--- src/rtl/fetch_queue_if.sv ---
// Fetch/dispatch side of the two-wide fetch queue: enqueue pair, dequeue enables, head/head+1 view.
// master drives fetch/dispatch controls; slave is the queue itself.
interface fetch_queue_if #(parameter int DEPTH = 8);
  localparam int CW = $clog2(DEPTH) + 1;

  logic          flush;
  logic          enq_valid_0;
  logic          enq_valid_1;
  logic [31:0]   enq_insn_0;
  logic [31:0]   enq_insn_1;
  logic [63:0]   enq_npc_0;
  logic [63:0]   enq_npc_1;
  logic          enq_br_taken_0;
  logic          enq_br_taken_1;
  logic [63:0]   enq_target;
  logic          deq_en_0;
  logic          deq_en_1;
  logic          out_valid_0;
  logic          out_valid_1;
  logic [31:0]   out_insn_0;
  logic [31:0]   out_insn_1;
  logic [63:0]   out_npc_0;
  logic [63:0]   out_npc_1;
  logic          out_br_taken_0;
  logic          out_br_taken_1;
  logic [63:0]   out_target_0;
  logic [63:0]   out_target_1;
  logic          fq_stall;
  logic [CW-1:0] fq_count;

  modport master (
    output flush,
    output enq_valid_0, enq_valid_1, enq_insn_0, enq_insn_1,
    output enq_npc_0, enq_npc_1, enq_br_taken_0, enq_br_taken_1, enq_target,
    output deq_en_0, deq_en_1,
    input  out_valid_0, out_valid_1, out_insn_0, out_insn_1,
    input  out_npc_0, out_npc_1, out_br_taken_0, out_br_taken_1,
    input  out_target_0, out_target_1, fq_stall, fq_count
  );

  modport slave (
    input  flush,
    input  enq_valid_0, enq_valid_1, enq_insn_0, enq_insn_1,
    input  enq_npc_0, enq_npc_1, enq_br_taken_0, enq_br_taken_1, enq_target,
    input  deq_en_0, deq_en_1,
    output out_valid_0, out_valid_1, out_insn_0, out_insn_1,
    output out_npc_0, out_npc_1, out_br_taken_0, out_br_taken_1,
    output out_target_0, out_target_1, fq_stall, fq_count
  );
endinterface

--- src/rtl/fetch_queue.sv ---
// Two-wide circular instruction buffer; entries visible one cycle after enqueue, dequeue at the edge.
// Fetch is held off (fq_stall) whenever fewer than two entries are free; flush empties in one cycle.
module fetch_queue #(
  parameter int DEPTH = 8
) (
  input  logic          clock,
  input  logic          reset,
  fetch_queue_if.slave  fq
);
  localparam int PW = $clog2(DEPTH);
  localparam int CW = PW + 1;

  logic [31:0]   insn_mem   [DEPTH];
  logic [63:0]   npc_mem    [DEPTH];
  logic          br_mem     [DEPTH];
  logic [63:0]   target_mem [DEPTH];

  logic [PW-1:0] head;
  logic [PW-1:0] tail;
  logic [CW-1:0] count;

  logic [PW-1:0] head_next1;
  logic [PW-1:0] slot1_addr;
  logic          stall;
  logic          deq_0;
  logic          deq_1;
  logic [1:0]    enq_n;
  logic [1:0]    deq_n;

  // Registered count only: a same-cycle dequeue does not release the stall.
  assign stall = (count > CW'(DEPTH - 2));

  assign enq_n = stall ? 2'd0 : ({1'b0, fq.enq_valid_0} + {1'b0, fq.enq_valid_1});

  assign deq_0 = fq.deq_en_0 && (count != '0);
  assign deq_1 = deq_0 && fq.deq_en_1 && (count >= CW'(2));
  assign deq_n = {1'b0, deq_0} + {1'b0, deq_1};

  assign head_next1 = head + PW'(1);
  // A lone slot-1 instruction is compacted into the tail entry.
  assign slot1_addr = fq.enq_valid_0 ? (tail + PW'(1)) : tail;

  always_ff @(posedge clock) begin
    if (!reset && !fq.flush && !stall) begin
      if (fq.enq_valid_0) begin
        insn_mem[tail]   <= fq.enq_insn_0;
        npc_mem[tail]    <= fq.enq_npc_0;
        br_mem[tail]     <= fq.enq_br_taken_0;
        target_mem[tail] <= fq.enq_target;
      end
      if (fq.enq_valid_1) begin
        insn_mem[slot1_addr]   <= fq.enq_insn_1;
        npc_mem[slot1_addr]    <= fq.enq_npc_1;
        br_mem[slot1_addr]     <= fq.enq_br_taken_1;
        target_mem[slot1_addr] <= fq.enq_target;
      end
    end
  end

  always_ff @(posedge clock) begin
    if (reset || fq.flush) begin
      head  <= '0;
      tail  <= '0;
      count <= '0;
    end else begin
      head  <= head + PW'(deq_n);
      tail  <= tail + PW'(enq_n);
      count <= count + CW'(enq_n) - CW'(deq_n);
    end
  end

  assign fq.out_valid_0    = (count != '0);
  assign fq.out_valid_1    = (count >= CW'(2));
  assign fq.out_insn_0     = insn_mem[head];
  assign fq.out_insn_1     = insn_mem[head_next1];
  assign fq.out_npc_0      = npc_mem[head];
  assign fq.out_npc_1      = npc_mem[head_next1];
  assign fq.out_br_taken_0 = br_mem[head];
  assign fq.out_br_taken_1 = br_mem[head_next1];
  assign fq.out_target_0   = target_mem[head];
  assign fq.out_target_1   = target_mem[head_next1];
  assign fq.fq_stall       = stall;
  assign fq.fq_count       = count;
endmodule

--- src/flat_wrapper.sv ---
// flat-port wrapper written by rule: the top's interface ports become plain ports
module fetch_queue_flat 
#(
  parameter int DEPTH = 8
)
  (clock, reset, fq_flush, fq_enq_valid_0, fq_enq_valid_1, fq_enq_insn_0, fq_enq_insn_1, fq_enq_npc_0, fq_enq_npc_1, fq_enq_br_taken_0, fq_enq_br_taken_1, fq_enq_target, fq_deq_en_0, fq_deq_en_1, fq_out_valid_0, fq_out_valid_1, fq_out_insn_0, fq_out_insn_1, fq_out_npc_0, fq_out_npc_1, fq_out_br_taken_0, fq_out_br_taken_1, fq_out_target_0, fq_out_target_1, fq_fq_stall, fq_fq_count);
  fetch_queue_if #(.DEPTH(DEPTH)) fq_i ();
  input  logic clock;
  input  logic reset;
  input wire logic [$bits(fq_i.flush)-1:0] fq_flush;
  input wire logic [$bits(fq_i.enq_valid_0)-1:0] fq_enq_valid_0;
  input wire logic [$bits(fq_i.enq_valid_1)-1:0] fq_enq_valid_1;
  input wire logic [$bits(fq_i.enq_insn_0)-1:0] fq_enq_insn_0;
  input wire logic [$bits(fq_i.enq_insn_1)-1:0] fq_enq_insn_1;
  input wire logic [$bits(fq_i.enq_npc_0)-1:0] fq_enq_npc_0;
  input wire logic [$bits(fq_i.enq_npc_1)-1:0] fq_enq_npc_1;
  input wire logic [$bits(fq_i.enq_br_taken_0)-1:0] fq_enq_br_taken_0;
  input wire logic [$bits(fq_i.enq_br_taken_1)-1:0] fq_enq_br_taken_1;
  input wire logic [$bits(fq_i.enq_target)-1:0] fq_enq_target;
  input wire logic [$bits(fq_i.deq_en_0)-1:0] fq_deq_en_0;
  input wire logic [$bits(fq_i.deq_en_1)-1:0] fq_deq_en_1;
  output wire logic [$bits(fq_i.out_valid_0)-1:0] fq_out_valid_0;
  output wire logic [$bits(fq_i.out_valid_1)-1:0] fq_out_valid_1;
  output wire logic [$bits(fq_i.out_insn_0)-1:0] fq_out_insn_0;
  output wire logic [$bits(fq_i.out_insn_1)-1:0] fq_out_insn_1;
  output wire logic [$bits(fq_i.out_npc_0)-1:0] fq_out_npc_0;
  output wire logic [$bits(fq_i.out_npc_1)-1:0] fq_out_npc_1;
  output wire logic [$bits(fq_i.out_br_taken_0)-1:0] fq_out_br_taken_0;
  output wire logic [$bits(fq_i.out_br_taken_1)-1:0] fq_out_br_taken_1;
  output wire logic [$bits(fq_i.out_target_0)-1:0] fq_out_target_0;
  output wire logic [$bits(fq_i.out_target_1)-1:0] fq_out_target_1;
  output wire logic [$bits(fq_i.fq_stall)-1:0] fq_fq_stall;
  output wire logic [$bits(fq_i.fq_count)-1:0] fq_fq_count;
  assign fq_i.flush = fq_flush;
  assign fq_i.enq_valid_0 = fq_enq_valid_0;
  assign fq_i.enq_valid_1 = fq_enq_valid_1;
  assign fq_i.enq_insn_0 = fq_enq_insn_0;
  assign fq_i.enq_insn_1 = fq_enq_insn_1;
  assign fq_i.enq_npc_0 = fq_enq_npc_0;
  assign fq_i.enq_npc_1 = fq_enq_npc_1;
  assign fq_i.enq_br_taken_0 = fq_enq_br_taken_0;
  assign fq_i.enq_br_taken_1 = fq_enq_br_taken_1;
  assign fq_i.enq_target = fq_enq_target;
  assign fq_i.deq_en_0 = fq_deq_en_0;
  assign fq_i.deq_en_1 = fq_deq_en_1;
  assign fq_out_valid_0 = fq_i.out_valid_0;
  assign fq_out_valid_1 = fq_i.out_valid_1;
  assign fq_out_insn_0 = fq_i.out_insn_0;
  assign fq_out_insn_1 = fq_i.out_insn_1;
  assign fq_out_npc_0 = fq_i.out_npc_0;
  assign fq_out_npc_1 = fq_i.out_npc_1;
  assign fq_out_br_taken_0 = fq_i.out_br_taken_0;
  assign fq_out_br_taken_1 = fq_i.out_br_taken_1;
  assign fq_out_target_0 = fq_i.out_target_0;
  assign fq_out_target_1 = fq_i.out_target_1;
  assign fq_fq_stall = fq_i.fq_stall;
  assign fq_fq_count = fq_i.fq_count;
  fetch_queue #(.DEPTH(DEPTH)) u_core (.clock(clock), .reset(reset), .fq(fq_i));
endmodule
--- config.mk ---
export PLATFORM = sky130hd
export DESIGN_NAME = fetch_queue_flat
export DESIGN_NICKNAME = d
export VERILOG_FILES = /design/src/rtl/fetch_queue_if.sv /design/src/rtl/fetch_queue.sv /design/src/flat_wrapper.sv
export SDC_FILE = /design/constraint.sdc
export NUM_CORES = 2
export LEC_CHECK = 0
export ABC_AREA = 1
export BUFFER_PORTS_ARGS = -buffer_cell sky130_fd_sc_hd__clkbuf_2
export CAP_MARGIN = 20
export CORE_AREA = 4 4 406 408
export DETAILED_ROUTE_END_ITERATION = 10
export DIE_AREA = 0 0 410 412
export SYNTH_ARGS = -nofsm -noshare
export SYNTH_HDL_FRONTEND = slang
export SYNTH_SLANG_ARGS = --single-unit
--- constraint.sdc ---
create_clock -name clock -period 37.8 [get_ports clock]
set_clock_uncertainty 0.15 [all_clocks]
set_input_delay 3.78 -clock clock [delete_from_list [all_inputs] [get_ports clock]]
set_output_delay 3.78 -clock clock [all_outputs]
set_load 0.05 [all_outputs]
## Word-level counts from Yosys, hierarchy flattened

Memory sizes are Yosys's and may differ from the RTL's. A register that Yosys moved wholly into a read port is not among the register bits.
Index checks and enable logic that the tools add are counted.

| operators by class | value |
|---|---|
| add/subtract/negate cells | 8 |
| multiply operators | 0 |
| divide/modulo/power cells | 0 |
| magnitude comparators | 2 |
| equality and inequality tests | 0 |
| shifts and indexed selects | 0 |
| muxes and demuxes | 12 |
| bitwise logic cells | 0 |
| reductions and logical operators | 10 |

Operators by type and width:

| cell | count |
|---|---|
| $mux 3 | 5 |
| $add 3x1->3 const B | 2 |
| $add 3x2->3 | 2 |
| $mux 1 | 6 |
| $logic_and 1x1->1 | 5 |
| $add 1x1->2 | 2 |
| $add 4x2->4 | 1 |
| $ge 4x2->1 const B | 1 |
| $gt 4x3->1 const B | 1 |
| $reduce_bool 4->1 | 1 |
| $sub 4x2->4 | 1 |
| $logic_not 1->1 | 3 |
| $mux 2 | 1 |
| $logic_or 1x1->1 | 1 |

| storage, ports and cells | value |
|---|---|
| flip-flop bits (word level) | 10 |
| latch bits | 0 |
| bits in writable memories | 1,288 |
| bits in read-only memories | 0 |
| input port bits | 265 |
| output and inout bits | 329 |
| logic and storage cells | 39 |
| memories kept | 4 |

Memory list:

| name | words | bits a word | read ports | clocked after memory_dff | write ports | line | source |
|---|---|---|---|---|---|---|---|
| u_core.npc_mem | 8 | 64 | 2 | 1 | 2 | fetch_queue.sv:14 | `logic [63:0] npc_mem [DEPTH];` |
| u_core.target_mem | 8 | 64 | 2 | 1 | 2 | fetch_queue.sv:16 | `logic [63:0] target_mem [DEPTH];` |
| u_core.insn_mem | 8 | 32 | 2 | 1 | 2 | fetch_queue.sv:13 | `logic [31:0] insn_mem [DEPTH];` |
| u_core.br_mem | 8 | 1 | 2 | 1 | 2 | fetch_queue.sv:15 | `logic br_mem [DEPTH];` |

## Logic depth before layout (Yosys ltp)

| logic depth | value |
|---|---|
| word-level depth | 7 |
| mapped depth | 13 |
| depth with buffers taken out | 13 |

## Worst setup path before layout

No wires, ideal clock.

| timing path | value |
|---|---|
| path type | input -> register |
| from | in fq_flush |
| to | mem u_core.br_mem[7], enable pin |
| library setup time | 0.904 ns |
| arrival | 15.571 ns |
| setup slack | 21.175 ns |
| stages on the path | 5 |
| path buffers | 0 |
| cells stage by stage | nor2_1 -> nand3_1 -> inv_1 -> nand3_1 -> o21ai_0 |

RTL lines:

| element | line | source |
|---|---|---|
| from (decl) | flat_wrapper.sv:10 | `input wire logic [$bits(fq_i.flush)-1:0] fq_flush;` |
| to (decl) | fetch_queue.sv:15 |  |

## Final worst setup path

| timing path | value |
|---|---|
| from | reg u_core.head[0] |
| to | out fq_out_insn_1[8] |

| on the way | value |
|---|---|
| word-level cells in the longest chain between the ends | 2 |

Ends and longest elaborated chain:

| element | line | source |
|---|---|---|
| from (decl) | fetch_queue.sv:18 | `logic [PW-1:0] head;` |
| from (signal assigned) | fetch_queue.sv:66 | `head <= head + PW'(deq_n);` |
| $add 3x1->3 | fetch_queue.sv:39 | `assign head_next1 = head + PW'(1);` |
| $mem_v2 8x32 | - |  |
| to (decl) | flat_wrapper.sv:25 | `output wire logic [$bits(fq_i.out_insn_1)-1:0] fq_out_insn_1;` |

Every way passes these cells.

==> impl_metrics.env <==
export IMPL_status="completed"
export IMPL_cts_resized_gates=0
export IMPL_p_leak_nw=33.9
export IMPL_crit_chain="inv_8, buf_4, buf_4, buf_4, buf_4, buf_16, o211ai_1, nand2_1, inv_1, o21ai_0, clkbuf_2"
export IMPL_ys_types=26
export IMPL_drt_pass1_iterations=7
export IMPL_grt_use_total_pct=30.8
export IMPL_die_height_um=412
export IMPL_yosysTopAreaCellShare_pct=51.4
export IMPL_area_delta_synth_final_pct=10.3
export IMPL_slowest_stage="buf_4"
export IMPL_antenna_found_initial=65
export IMPL_power_density_nw_per_um2=59.0
export IMPL_cts_tree="done"
export IMPL_clock_latency_ns=0.77
export IMPL_final_nets=9455
export IMPL_drc=0
export IMPL_grt_pass1_wl_um=394000
export IMPL_die_x_um=410
export IMPL_critical_path_class="reg -> out"
export IMPL_cp_end_kind="primary output"
export IMPL_r2r_end="u_core.target_mem[3][35]$_DFFE_PP_"
export IMPL_final_cell_mix="nand2_1 (2600), edfxtp_1 (1288), o21ai_0 (1061)"
export IMPL_grt_max_degree=274
export IMPL_hold_path_class="reg -> reg"
export IMPL_fmax_mhz=94.6
export IMPL_gp_congestion=0.824
export IMPL_grt_pass1_vias=62600
export IMPL_met2_usage_pct=49.1
export IMPL_vdd_drop_max_uv=56.1
export IMPL_vias_per_cell=5.90
export IMPL_cts_buffer_depth=3
export IMPL_top_usage_layer="met2"
export IMPL_grt_util_met3_pct=6.42
export IMPL_use_met1_pct=40.9
export IMPL_yosysWarningCount=0
export IMPL_maxCapViolCount=0
export IMPL_rsz0062_at_grt="false"
export IMPL_finalSetupViolations=0
export IMPL_synth_top_area_cell="edfxtp_1"
export IMPL_hold_buffers=0
export IMPL_r2r_setup_slack_ns=31.42
export IMPL_r2r_start="u_core.fq.fq_count[3]$_SDFF_PP0_"
export IMPL_hold_viol=0
export IMPL_cts_root_buf="clkbuf_16"
export IMPL_overflow=0
export IMPL_port_buffers=593
export IMPL_synth_seq_cells=1298
export IMPL_syn_num_nets=9542
export IMPL_crit_required_ns=33.87
export IMPL_relSlewSlack_pct=18.6
export IMPL_htree_levels=4
export IMPL_holdPathStages=2
export IMPL_rows=148
export IMPL_worst_pin_slew_ns=1.22
export IMPL_stdcell_area_um2=83000
export IMPL_avgRoutedWirePerCell_um=23.6
export IMPL_cts_sinks=1298
export IMPL_tns_ns=0
export IMPL_cts_reportedPaths_clkPinSlew_ns=0.06
export IMPL_r2r_cells=11
export IMPL_drt_iter0_markers=7955
export IMPL_syn_instance_count=9261
export IMPL_cts_buffers=149
export IMPL_post_synth_instance_area_um2=75300
export IMPL_initial_core_util_pct=46.6
export IMPL_die_area_um2=169000
export IMPL_min_to="u_core.tail[2]$_SDFF_PP0_"
export IMPL_ys_seq_area_share_pct=51.6
export IMPL_start_kind="flop"
export IMPL_crit_arrival_ns=6.64
export IMPL_cp_slowest_stage_delay_ns=0.93
export IMPL_ios=594
export IMPL_period_needed_ns=10.57
export IMPL_maxSlewViolCount=0
export IMPL_core_area_um2=162000
export IMPL_syn_avg_cell_area_um2=8.13
export IMPL_antenna_left=0
export IMPL_via_count=67900
export IMPL_post_cts_setup_buffer_count=0
export IMPL_totalWireLength_um=272000
export IMPL_drive_gt1_share_pct=10.2
export IMPL_post_dp_cell_area_um2=78000
export IMPL_min_from="u_core.tail[2]$_SDFF_PP0_"
export IMPL_final_common_cell="nand2_1"
export IMPL_cpMostUsedCell="buf_4"
export IMPL_cp_max_fo=161
export IMPL_post_route_period_util_pct=28.0
export IMPL_hpwl_um=144000
export IMPL_ys_top_cells_by_area="edfxtp_1 (51%), nand2_1 (13%), o21ai_0 (7.1%)"
cell usage after synthesis, drive strengths merged:
| library cell | instances |
|---|---|
| nand2 | 2609 |
| edfxtp | 1288 |
| o21ai | 1068 |
| nand3 | 1048 |
| inv | 836 |
| a21oi | 777 |
| clkbuf | 583 |
| o211ai | 452 |
| buf | 355 |
| and2 | 130 |
| nor2 | 85 |
| ha | 12 |
| dfxtp | 10 |
| fa | 4 |
| xnor2 | 2 |
| o21a | 1 |
| xor2 | 1 |
flip-flops by register name, summed over array words and instances (netlist names):
| name | count |
|---|---|
| u_core.br_mem | 8 |
| u_core.tail | 3 |
| u_core.fq.fq_count | 4 |
| u_core.target_mem | 512 |
| u_core.head | 3 |
| u_core.npc_mem | 512 |
| u_core.insn_mem | 256 |
logic make-up after synthesis:
group,after synthesis,share of synthesized area (%)
buffers and inverters,1774,9.66
DFF,1298,51.6
adders and majority gates,16,0.306
AOI/OAI and AO/OA,2298,16.8
and+or+nand+nor,3872,21.6
xor gates and xnor gates,3,0.0349
worst max-delay path by stage:
stage | cells after the start | slack (ns) | to | startpoint
floorplan | 5 | 21.17 | u_core.br_mem[7]$_DFFE_PP_ | fq_flush
global placement | 10 | 28.09 | u_core.target_mem[3][35]$_DFFE_PP_ | fq_flush
detailed placement | 10 | 28.00 | fq_out_insn_1[1] | u_core.head[0]$_SDFF_PP0_
CTS | 10 | 27.14 | fq_out_insn_1[1] | u_core.head[0]$_SDFF_PP0_
global route | 11 | 26.86 | fq_out_insn_1[8] | u_core.head[0]$_SDFF_PP0_
finish | 11 | 27.23 | fq_out_insn_1[8] | u_core.head[0]$_SDFF_PP0_
metal layers:
metal,vias to the layer above,share of wire [%]
li1,31300,-
met1,32200,39
met2,3747,46
met3,685,11
met4,36,4.0
met5,-,0.084
cell type report:
type	count	area, µm²
Timing Repair Buffer	700	4030
Sequential cell	1298	38900
Inverter	836	3170
Antenna cell	41	103
Clock buffer	178	3890
Clock inverter	86	883
Multi-Input combinational cell	6189	29400
Tap cell	2175	2720
Fill cell	15000	78600
critical path: cells and delay by family (launching register included):
kind            cells  cell delay, ns
buf+inv             8            4.50
flops               1            0.55
simple gates        1            0.10
compound gates      2            0.47
through the flow:
| step | hold slack [ns] | setup slack [ns] | instances | total power [W] | utilization (%) |
|---|---|---|---|---|---|
| 5_1_grt | 0.526 | 26.86 | 11500 | 0.00510 | 51.3 |
| 3_5_place_dp | 0.468 | 28.00 | 11200 | 0.00346 | 48.3 |
| 4_1_cts | 0.475 | 27.14 | 11500 | 0.00490 | 51.2 |
| 6_report | 0.488 | 27.23 | 11500 | 0.00490 | 51.4 |
| 2_1_floorplan | 0.369 | 21.17 | 9261 | 0.00300 | - |
| 3_3_place_gp | 0.471 | 28.09 | 11200 | 0.00344 | 48.2 |
report_power, final:
part	leakage (nW)	total (W)	internal, W	switching [W]
registers	11.7	0.00164	0.00162	0.0000192
clock network	2.32	0.00144	0.000837	0.000604
logic	19.9	0.00181	0.000403	0.00141
No activity file was read; power rests on OpenSTA's default activity.
